===== config.mk =====
export PLATFORM = sky130hd
export DESIGN_NAME = slave_tx_ctrl
export DESIGN_NICKNAME = d
export VERILOG_FILES = /design/src/rtl/slave_tx_ctrl_pkg.sv /design/src/rtl/slave_tx_ctrl_flex_counter.sv /design/src/rtl/slave_tx_ctrl.sv
export SDC_FILE = /design/constraint.sdc
export NUM_CORES = 1
export LEC_CHECK = 0
export ABC_CLOCK_PERIOD_IN_PS = 1750
export BUFFER_PORTS_ARGS = -buffer_cell sky130_fd_sc_hd__buf_4
export CAP_MARGIN = 15
export CORE_MARGIN = 4
export CORE_UTILIZATION = 51
export CTS_CLUSTER_SIZE = 14
export DETAILED_ROUTE_END_ITERATION = 12
export GPL_TIMING_DRIVEN = 0
export PLACE_DENSITY = 0.76
export SLEW_MARGIN = 20
export SYNTH_ARGS = -nofsm -noshare
export SYNTH_HDL_FRONTEND = slang
export SYNTH_HIERARCHICAL = 1
export SYNTH_SLANG_ARGS = --single-unit

===== constraint.sdc =====
create_clock -name clk -period 1.75 [get_ports clk]
set_input_delay 0.175 -clock clk [delete_from_list [all_inputs] [get_ports clk]]
set_output_delay 0.175 -clock clk [all_outputs]
set_load 0.05 [all_outputs]

===== src/rtl/slave_tx_ctrl_pkg.sv =====
// Shared definitions for the I2C slave transmit controller.
//   tx_state_t     : controller state encoding
//   BYTE_BITS      : data bits per byte on the wire
//   CNT_W          : bit-counter width
//   UNDERFLOW_BYTE : value presented by an empty TX FIFO
package slave_tx_ctrl_pkg;

  typedef enum logic [2:0] {
    IDLE      = 3'd0,
    LOAD      = 3'd1,
    SHIFT     = 3'd2,
    ACK_WAIT  = 3'd3,
    ACK_CHECK = 3'd4
  } tx_state_t;

  localparam int          BYTE_BITS      = 8;
  localparam int          CNT_W          = 4;
  localparam logic [7:0]  UNDERFLOW_BYTE = 8'hFF;

endpackage


===== src/rtl/slave_tx_ctrl_flex_counter.sv =====
// Generic up-counter with synchronous clear and programmable rollover.
//   clk, n_rst    : clock / async active-low reset
//   clear         : synchronous clear to 0 (wins over count_enable)
//   count_enable  : advance by one
//   rollover_val  : count after which the next enable wraps to 1
//   count_out     : current count
module flex_counter #(
  parameter int NUM_CNT_BITS = 4
) (
  input  logic                    clk,
  input  logic                    n_rst,
  input  logic                    clear,
  input  logic                    count_enable,
  input  logic [NUM_CNT_BITS-1:0] rollover_val,
  output logic [NUM_CNT_BITS-1:0] count_out
);

  logic [NUM_CNT_BITS-1:0] next_count;

  always_comb begin
    next_count = count_out;
    if (clear)
      next_count = '0;
    else if (count_enable)
      next_count = (count_out == rollover_val) ? NUM_CNT_BITS'(1)
                                               : count_out + 1'b1;
  end

  always_ff @(posedge clk or negedge n_rst) begin
    if (!n_rst) count_out <= '0;
    else        count_out <= next_count;
  end

endmodule


===== src/rtl/slave_tx_ctrl.sv =====
// I2C slave transmit controller: loads bytes from the TX FIFO into the
// parallel-to-serial register, shifts them out MSB first on SCL falling
// edges, then releases SDA and samples the master ACK/NACK.
//   clk, n_rst              : clock / async active-low reset
//   rising_edge/falling_edge: synchronized SCL edge pulses
//   start_found/stop_found  : bus condition pulses, abort to IDLE
//   tx_start                : read address ACKed, begin transmitting
//   sda_in                  : synchronized SDA level
//   fifo_empty              : TX FIFO has no byte
//   load_data, fifo_rd      : registered load / pop strobes
//   tx_enable, sda_drive    : shift enable / SDA output enable
//   tx_underflow            : registered pulse, load from empty FIFO
//   ack_rcvd, nack_rcvd     : registered pulses, master response
//   tx_busy                 : not IDLE
module slave_tx_ctrl
  import slave_tx_ctrl_pkg::*;
(
  input  logic clk,
  input  logic n_rst,
  input  logic rising_edge,
  input  logic falling_edge,
  input  logic start_found,
  input  logic stop_found,
  input  logic tx_start,
  input  logic sda_in,
  input  logic fifo_empty,
  output logic load_data,
  output logic fifo_rd,
  output logic tx_enable,
  output logic sda_drive,
  output logic tx_underflow,
  output logic ack_rcvd,
  output logic nack_rcvd,
  output logic tx_busy
);

  tx_state_t        state, next_state;
  logic [CNT_W-1:0] bit_cnt;
  logic             abort, rise, sample_now, ack_sample;
  logic             cnt_clear, cnt_en;

  assign abort      = start_found | stop_found;
  // Both edges together should never happen; if it does, the falling edge
  // is the one honoured, so the rise is masked.
  assign rise       = rising_edge & ~falling_edge;
  assign sample_now = (state == ACK_WAIT) & rise & ~abort;
  assign cnt_clear  = (state == LOAD) | abort;
  assign cnt_en     = (state == SHIFT) & falling_edge;

  flex_counter #(
    .NUM_CNT_BITS (CNT_W)
  ) u_bit_cnt (
    .clk          (clk),
    .n_rst        (n_rst),
    .clear        (cnt_clear),
    .count_enable (cnt_en),
    .rollover_val (CNT_W'(BYTE_BITS)),
    .count_out    (bit_cnt)
  );

  always_ff @(posedge clk or negedge n_rst) begin
    if (!n_rst) state <= IDLE;
    else        state <= next_state;
  end

  always_comb begin
    next_state = state;
    if (abort) begin
      next_state = IDLE;
    end else begin
      unique case (state)
        IDLE:      if (tx_start) next_state = LOAD;
        LOAD:      next_state = SHIFT;
        // The falling edge that ends bit 8 is the one seen with count 7.
        SHIFT:     if (falling_edge && bit_cnt == CNT_W'(BYTE_BITS - 1))
                     next_state = ACK_WAIT;
        ACK_WAIT:  if (rise) next_state = ACK_CHECK;
        ACK_CHECK: if (falling_edge) next_state = ack_sample ? LOAD : IDLE;
        default:   next_state = IDLE;
      endcase
    end
  end

  // Strobes are registered off next_state so they line up with the LOAD
  // cycle itself. LOAD never persists, so each entry gives one pulse.
  always_ff @(posedge clk or negedge n_rst) begin
    if (!n_rst) begin
      load_data    <= 1'b0;
      fifo_rd      <= 1'b0;
      tx_underflow <= 1'b0;
      ack_rcvd     <= 1'b0;
      nack_rcvd    <= 1'b0;
      ack_sample   <= 1'b0;
    end else begin
      load_data    <= (next_state == LOAD);
      fifo_rd      <= (next_state == LOAD) & ~fifo_empty;
      tx_underflow <= (next_state == LOAD) &  fifo_empty;
      ack_rcvd     <= sample_now & ~sda_in;
      nack_rcvd    <= sample_now &  sda_in;
      if (sample_now) ack_sample <= ~sda_in;  // 1 = master ACKed
    end
  end

  // LOAD keeps driving so SDA holds the previous register bit for a cycle.
  assign tx_enable = (state == SHIFT);
  assign sda_drive = (state == LOAD) | (state == SHIFT);
  assign tx_busy   = (state != IDLE);

endmodule

==> metrics.md, run 1 <==
| Metric | Value |
|---|---|
| Fraction of layout cells with a size suffix above 1 | `30.7%` |
| Critical path class | `flop to primary output` |
| Synth cell types | `33` |
| Clock latency at the later pin of the worst-skew pair | `0.28 ns` |
| Top-level I/O count | `17` |
| Placed cell count | `between 100 and 150` |
| Cell area after synthesis | `756 um^2` |
| Crit start category | `flop` |
| Fin nets | `112` |
| Post-Route Hold Slack | `roughly 0.046 ns` |
| Residual DRC count | `0` |
| Syn avg cell area | `9.81 um^2` |
| Chip width | `46.5 um` |
| #FFs+latches synth | `13` |
| Asr flop ratio synth | `100%` |
| Hold Vio Cnt, Final | `0` |
| Port Buf Inserts | `16` |
| DIE HEIGHT | `46.5 um` |
| Gr usage total | `16.8%` |
| Avg WL per Cell | `13.1 um` |
| Post-Layout Cell Count | `116` |
| Hpwl dp | `around 1100 um` |
| H-tree Lvls | `1` |
| WP data arrival | `1.53 ns` |
| Final Slew Violations | `0` |
| DR vias/cell | `5.34` |
| Setup violators final | `0` |
| Num CTS Buffers | `3` |
| Period minus WS final | `1.71 ns` |
| CTS tree | `built` |
| Final ANT Viol Nets | `0` |
| Total negative slack | `0 ns` |
| M1 WL | `786 um` |
| Layout fillers | `between 100 and 150` |
| Clock transition at path regs | `0.08 ns` |
| Clock root buffer master | `clkbuf_4` |
| Commonest non-fill, non-tap cell in the layout | `buf_4` |
| Global placer's final weighted congestion | `0.733` |
| Final WL | `between 1500 and 2000 um` |
| Req. time, crit path | `1.57 ns` |
| Vias in the first global route | `588` |
| Pwr Density | `~610 mW/mm^2` |
| Ant diodes | `0` |
| Util after Layout | `70.9%` |
| Initial drt markers | `17` |
| Post-synthesis sequential area ratio | `43.0%` |
| Starting density of the core | `a little under three fifths` |
| Top sig layer | `met4` |
| P_leak | `0.476 nW` |
| Max cap viols | `0` |
| Setup Skew | `0.00592 ns` |
| Die ar. | `0.00216 mm^2` |
| Sequential Area | `325 um^2` |
| Fmax | `586 MHz` |
| Yosys warning total | `6` |
| Rows | `13` |
| Met3 WL | `100 um` |
| Outcome | `completed` |
| Clock Sink Count | `13` |
| Core area | `0.00135 mm^2` |
| Initial antenna violation count | `0` |
| Commonest cells after routing, fill and taps aside | `buf_4, dfrtp_1, nor2_1, nand2_1` |
| Synth Flop Type | `dfrtp_1` |
| Fin crit share | `97.6%` |
| Crit. End Element | `primary output` |
| DR vias | `620` |
| Largest net degree at the start of global routing | `14` |
| Layout Area Growth over Synthesis | `26.7%` |
| Met2 wire length | `589 um` |
| EDFF count, synth | `0` |
| Cells after Synth | `77` |
| VDD IR max | `~300 uV` |
| Area of the multi-input gates | `415 um^2` |
| Total grt overflow | `0` |
| Worst-path maximum fanout | `10` |
| First-pass GRT wire length | `2550 um` |
| Detailed Routing Iterations Pass 1 | `4` |
| Worst-case clock buffer depth | `2` |
| Hold crit path type | `primary input to flop` |
## cells in the mapped netlist (2+ instances only)
master | count | area (um^2)
nand2b_1 | 4 | 25.0
a21oi_1 | 5 | 25.0
xnor2_1 | 5 | 43.8
conb_1 | 2 | 7.51
nand3_1 | 5 | 25.0
dfrtp_1 | 13 | 325
nand2_1 | 6 | 22.5
a31oi_1 | 2 | 12.5
nor2b_1 | 2 | 12.5
o21ai_0 | 2 | 10.0
nor2_1 | 9 | 33.8
## registers in the layout, indices dropped and copies added, names as in the netlist
register / cells
u_bit_cnt/count_out: 4
nack_rcvd: 1
state: 3
fifo_rd: 1
ack_rcvd: 1
ack_sample: 1
tx_underflow: 1
load_data: 1
## path summary, 6_finish.rpt
check                                 from          to  slack (ns)  depth (start not counted)
worst max-delay path              state[2]     tx_busy        0.04                          3
worst min-delay path                sda_in    ack_rcvd        0.05                          2
worst max register to register    state[2]  ack_sample        0.16                          4
worst min register to register  ack_sample  ack_sample        0.52                          1
max in group asynchronous            n_rst     fifo_rd        1.31                          2
min in group asynchronous            n_rst   load_data        0.27                          2
## stage by stage
step / worst slack [ns] / power (W) / instance area, um^2
floorplan: 0.292 / 0.000365 / 768
global placement: 0.314 / 0.000402 / 907
detailed placement: 0.290 / 0.000403 / 907
CTS: 0.0163 / 0.000588 / 943
global route: -0.00360 / 0.000618 / 957
finish: 0.0426 / 0.000587 / 957
## power breakdown
group | total, W | internal, W | switching [W] | leakage [nW]
logic | 0.0000952 | 0.0000378 | 0.0000574 | 0.281
clock network | 0.000187 | 0.0000883 | 0.0000983 | 0.0150
registers | 0.000305 | 0.000304 | 0.00000146 | 0.180
## logic make-up after synthesis
kind of cell    after synthesis  share of synthesized area, %
simple gates                 36                          30.0
compound gates               14                          11.6
flops                        13                          43.0
xor+xnor                      5                          5.79
buf+inv                       4                          3.64
other cells                   2                         0.994
mux                           2                          3.31
fa+ha+maj                     1                          1.66
## metal layers
layer / track usage (%) / up-vias
li1: - / 318
met1: 23.5 / 276
met2: 24.2 / 21
met3: 3.52 / 5
met4: 8.52 / 0
met5: 0 / -
## what timing repair did
item                                    CTS  global route
hold buffers                              1             0
endpoints found under the setup margin    0             1
setup buffers                             0             1
gates resized for setup                   0             3
hold endpoints to repair                 13             0
## critical path, stage by stage, from the launching register on
cell and delay, ns:
dfrtp_1 0.42, buf_4 0.18, or3_2 0.48, buf_6 0.17
## layout make-up
type | count | share of cell area (%)
repair buffers | 18 | 14.8
clock buffers | 4 | 2.75
plain buffers | 3 | 2.75
multi-input cells | 62 | 43.4
inverters | 1 | 0.392
well taps | 15 | 1.96
flip-flops and latches | 13 | 34.0
Note: power is estimated with default switching activity, not from simulation.
==> run 2: changes to the inputs <==
--- a/config.mk
+++ b/config.mk
@@ -5,15 +5,16 @@
 export SDC_FILE = /design/constraint.sdc
 export NUM_CORES = 1
 export LEC_CHECK = 0
+export ABC_AREA = 1
 export ABC_CLOCK_PERIOD_IN_PS = 1750
-export BUFFER_PORTS_ARGS = -buffer_cell sky130_fd_sc_hd__buf_4
 export CAP_MARGIN = 15
 export CORE_MARGIN = 4
-export CORE_UTILIZATION = 51
+export CORE_UTILIZATION = 55
 export CTS_CLUSTER_SIZE = 14
 export DETAILED_ROUTE_END_ITERATION = 12
+export DONT_BUFFER_PORTS = 1
 export GPL_TIMING_DRIVEN = 0
-export PLACE_DENSITY = 0.76
+export PLACE_DENSITY = 0.7
 export SLEW_MARGIN = 20
 export SYNTH_ARGS = -nofsm -noshare
 export SYNTH_HDL_FRONTEND = slang
==> metrics.md, run 2 <==
| Metric | Value |
|---|---|
| Max cap viols | `0 (unchanged)` |
| Placed Instance Area | `781 um^2 (was 907 um^2)` |
| Worst-path maximum fanout | `3 (was 10)` |
| Max FFs per register | `4 (unchanged)` |
| First-pass GRT wire length | `2340 um (was 2550 um)` |
| Top cells by area, synth | `dfrtp_1, nand2_1, inv_1 (was dfrtp_1, xnor2_1, nor2_1)` |
| DR vias/cell | `4.68 (was 5.34)` |
| Hold Vio Cnt, Final | `0 (unchanged)` |
| P_leak | `0.459 nW (was 0.476 nW)` |
| Crit. End Element | `flop (was primary output)` |
| Most common cell in the netlist | `nand2_1 (was dfrtp_1)` |
| Vias in the first global route | `572 (was 588)` |
| Syn avg cell area | `7.12 um^2 (was 9.81 um^2)` |
| Synth Flop Type | `dfrtp_1 (unchanged)` |
| Outcome | `completed (unchanged)` |
| Comb power frac | `13.5% (was 16.2%)` |
| Design Power | `0.000591 W (was 0.000587 W)` |
| Final Slew Violations | `0 (unchanged)` |
| Initial antenna violation count | `0 (unchanged)` |
| Gr usage total | `16.7% (was 16.8%)` |
| Fmax | `680 MHz (was 586 MHz)` |
| Port Buf Inserts | `0 (was 16)` |
| VDD IR max | `536 uV (was 305 uV)` |
| EDFF count, synth | `0 (unchanged)` |
| Total grt overflow | `0 (unchanged)` |
| Cells after Synth | `104 (was 77)` |
| DIE HEIGHT | `44.7 um (was 46.5 um)` |
| #FFs+latches synth | `13 (unchanged)` |
| Residual DRC count | `0 (unchanged)` |
| Worst-case clock buffer depth | `2 (unchanged)` |
| Area share of the largest cell type after synthesis | `43.9% (was 43.0%)` |
| Critical path class | `flop to flop (was flop to primary output)` |
| Post-synthesis sequential area ratio | `43.9% (was 43.0%)` |
| DR vias | `613 (was 620)` |
| Area of the multi-input gates | `359 um^2 (was 415 um^2)` |
| Relative slew slack | `62.2%` |
| Crit path from | `state[1] (was state[2])` |
| Ant diodes | `0 (unchanged)` |
| Crit start category | `flop (unchanged)` |
| Pwr Density | `706 mW/mm^2 (was 614 mW/mm^2)` |
| Initial drt markers | `28 (was 17)` |
| Detailed Routing Iterations Pass 1 | `4 (unchanged)` |
| Fin nets | `128 (was 112)` |
| P_sw | `0.000176 W (was 0.000157 W)` |
| Layout fillers | `117 (was 115)` |
| Num CTS Buffers | `3 (unchanged)` |
| Clock root buffer master | `clkbuf_4 (unchanged)` |
| Core area | `0.00119 mm^2 (was 0.00135 mm^2)` |
| Setup ws final | `0.280 ns (was 0.0426 ns)` |
| Synth cell types | `18 (was 33)` |
| Sw frac | `29.8% (was 26.8%)` |
| Commonest non-fill, non-tap cell in the layout | `nand2_1 (was buf_4)` |
| Yosys top cell by area | `dfrtp_1 (unchanged)` |
| Layout Area Growth over Synthesis | `13.2% (was 26.7%)` |
| Post-CTS Resized | `0 (unchanged)` |
| Global placer's final weighted congestion | `0.800 (was 0.733)` |
| Final ANT Viol Nets | `0 (unchanged)` |
| Yosys warning total | `6 (unchanged)` |
| Commonest cells after routing, fill and taps aside | `nand2_1, inv_1, dfrtp_1, nor2_1, conb_1 (was buf_4, dfrtp_1, nor2_1, nand2_1)` |
| Reg power frac | `54.5% (was 52.0%)` |
| Hold Crit Start | `falling_edge (was sda_in)` |
| Asr flop ratio synth | `100% (unchanged)` |
| CTS tree | `built (unchanged)` |
| RR Startpoint | `state[1] (was state[2])` |
| Final WL | `1360 um (was 1520 um)` |
| Die ar. | `0.00200 mm^2 (was 0.00216 mm^2)` |
| Dpl ws | `0.291 ns (was 0.290 ns)` |
| H-tree Lvls | `1 (unchanged)` |
| Setup violators final | `0 (unchanged)` |
| Chip width | `44.7 um (was 46.5 um)` |
| Sequential Area | `325 um^2 (unchanged)` |
| Final Instance Area | `838 um^2 (was 957 um^2)` |
| Clock latency at the later pin of the worst-skew pair | `0.28 ns (about the same)` |
| Hpwl dp | `1060 um (was 1100 um)` |
| Internal power component | `0.000415 W (was 0.000430 W)` |
| Top flop regs | `u_bit_cnt/count_out: 4 flops, state: 3 flops (unchanged)` |
| WP data arrival | `1.69 ns (was 1.53 ns)` |
| Worst Tran Pin Value | `0.565 ns` |
| Post-synth top cells | `nand2_1, inv_1, dfrtp_1 (was dfrtp_1, nor2_1, nand2_1)` |
| Top-level I/O count | `17 (unchanged)` |
| Clock transition at path regs | `0.09 ns (was 0.08 ns)` |
| Period minus WS final | `1.47 ns (was 1.71 ns)` |
| Clock Sink Count | `13 (unchanged)` |
| Largest net degree at the start of global routing | `14 (unchanged)` |
| Largest Register | `u_bit_cnt/count_out (unchanged)` |
| Cell area after synthesis | `741 um^2 (was 756 um^2)` |
| Hold crit path type | `primary input to flop (unchanged)` |
| Req. time, crit path | `1.97 ns (was 1.57 ns)` |
| Total negative slack | `0 ns (unchanged)` |
| Clock network fraction of design power | `32.1% (was 31.8%)` |
| Avg WL per Cell | `10.4 um (was 13.1 um)` |
| Setup Skew | `0.00775 ns (was 0.00592 ns)` |
| Starting density of the core | `62.4% (was 56.0%)` |
| Rows | `12 (was 13)` |
| Fraction of layout cells with a size suffix above 1 | `14.5% (was 30.7%)` |
| RSZ-0062 raised after global routing | `false` |
| Util after Layout | `70.7% (was 70.9%)` |
| Fin crit share | `84.0% (was 97.6%)` |
-- run 2: kinds of logic after synthesis --
kind of cell             after synthesis  share of synthesized area, %
AO/OA/AOI/OAI                          9                          6.59
XOR/XNOR                               1                          1.18
adder cells (fa/ha/maj)                1                          1.69
buffers and inverters                 21                          10.6
flip-flops                            13                          43.9
other                                  2                          1.01
AND/OR/NAND/NOR                       57                          35.0
-- run 2: what timing repair did --
action	CTS	global route
endpoints found under the hold margin	18	0
buffers inserted	0	0
hold buffers	3	0
-- run 2: power groups by stage --
stage	registers [W]	logic, W	clock network [W]
after floorplan	0.000326	0.0000601	0
after global placement	0.000328	0.0000659	0
after detailed placement	0.000328	0.0000676	0
after CTS	0.000322	0.0000794	0.000193
after global routing	0.000323	0.0000908	0.000211
final	0.000322	0.0000797	0.000190
-- run 2: per-stage QoR --
stage | std cells | hold WS (ns)
after CTS | 131 | 0.0863
after detailed placement | 124 | -0.120
after global routing | 131 | 0.0802
final | 131 | 0.0885
after global placement | 124 | -0.120
after floorplan | 110 | -0.121
-- run 2: final timing paths --
path                                           to  slack (ns)  depth (start not counted)
setup / recovery                          fifo_rd        0.28                          6
hold / removal                           state[2]        0.09                          3
setup reg to reg                          fifo_rd        0.28                          6
hold reg to reg                        ack_sample        0.53                          2
max in group asynchronous  u_bit_cnt/count_out[1]        1.05                          1
min in group asynchronous                state[2]        0.32                          1
-- run 2: routing by layer --
layer	GRT usage, %	wire, um
met1	21.1	633
met2	25.5	654
met3	4.78	60
met4	9.04	12
met5	0	0
-- run 2: final cells by class --
type	instances	area share, %
well taps	14	2.09
repair buffers	3	3.58
clock buffers	3	2.69
clock inverters	1	0.597
flip-flops and latches	13	38.8
multi-input cells	76	42.8
inverters	21	9.40
-- run 2: worst max-delay path, cell delays in order (launching register included) --
cell and delay (ns):
dfrtp_1 0.39, inv_1 0.07, nand3_1 0.10, nand2_1 0.33, a21oi_2 0.28, nand3_2 0.13, nor2_1 0.11
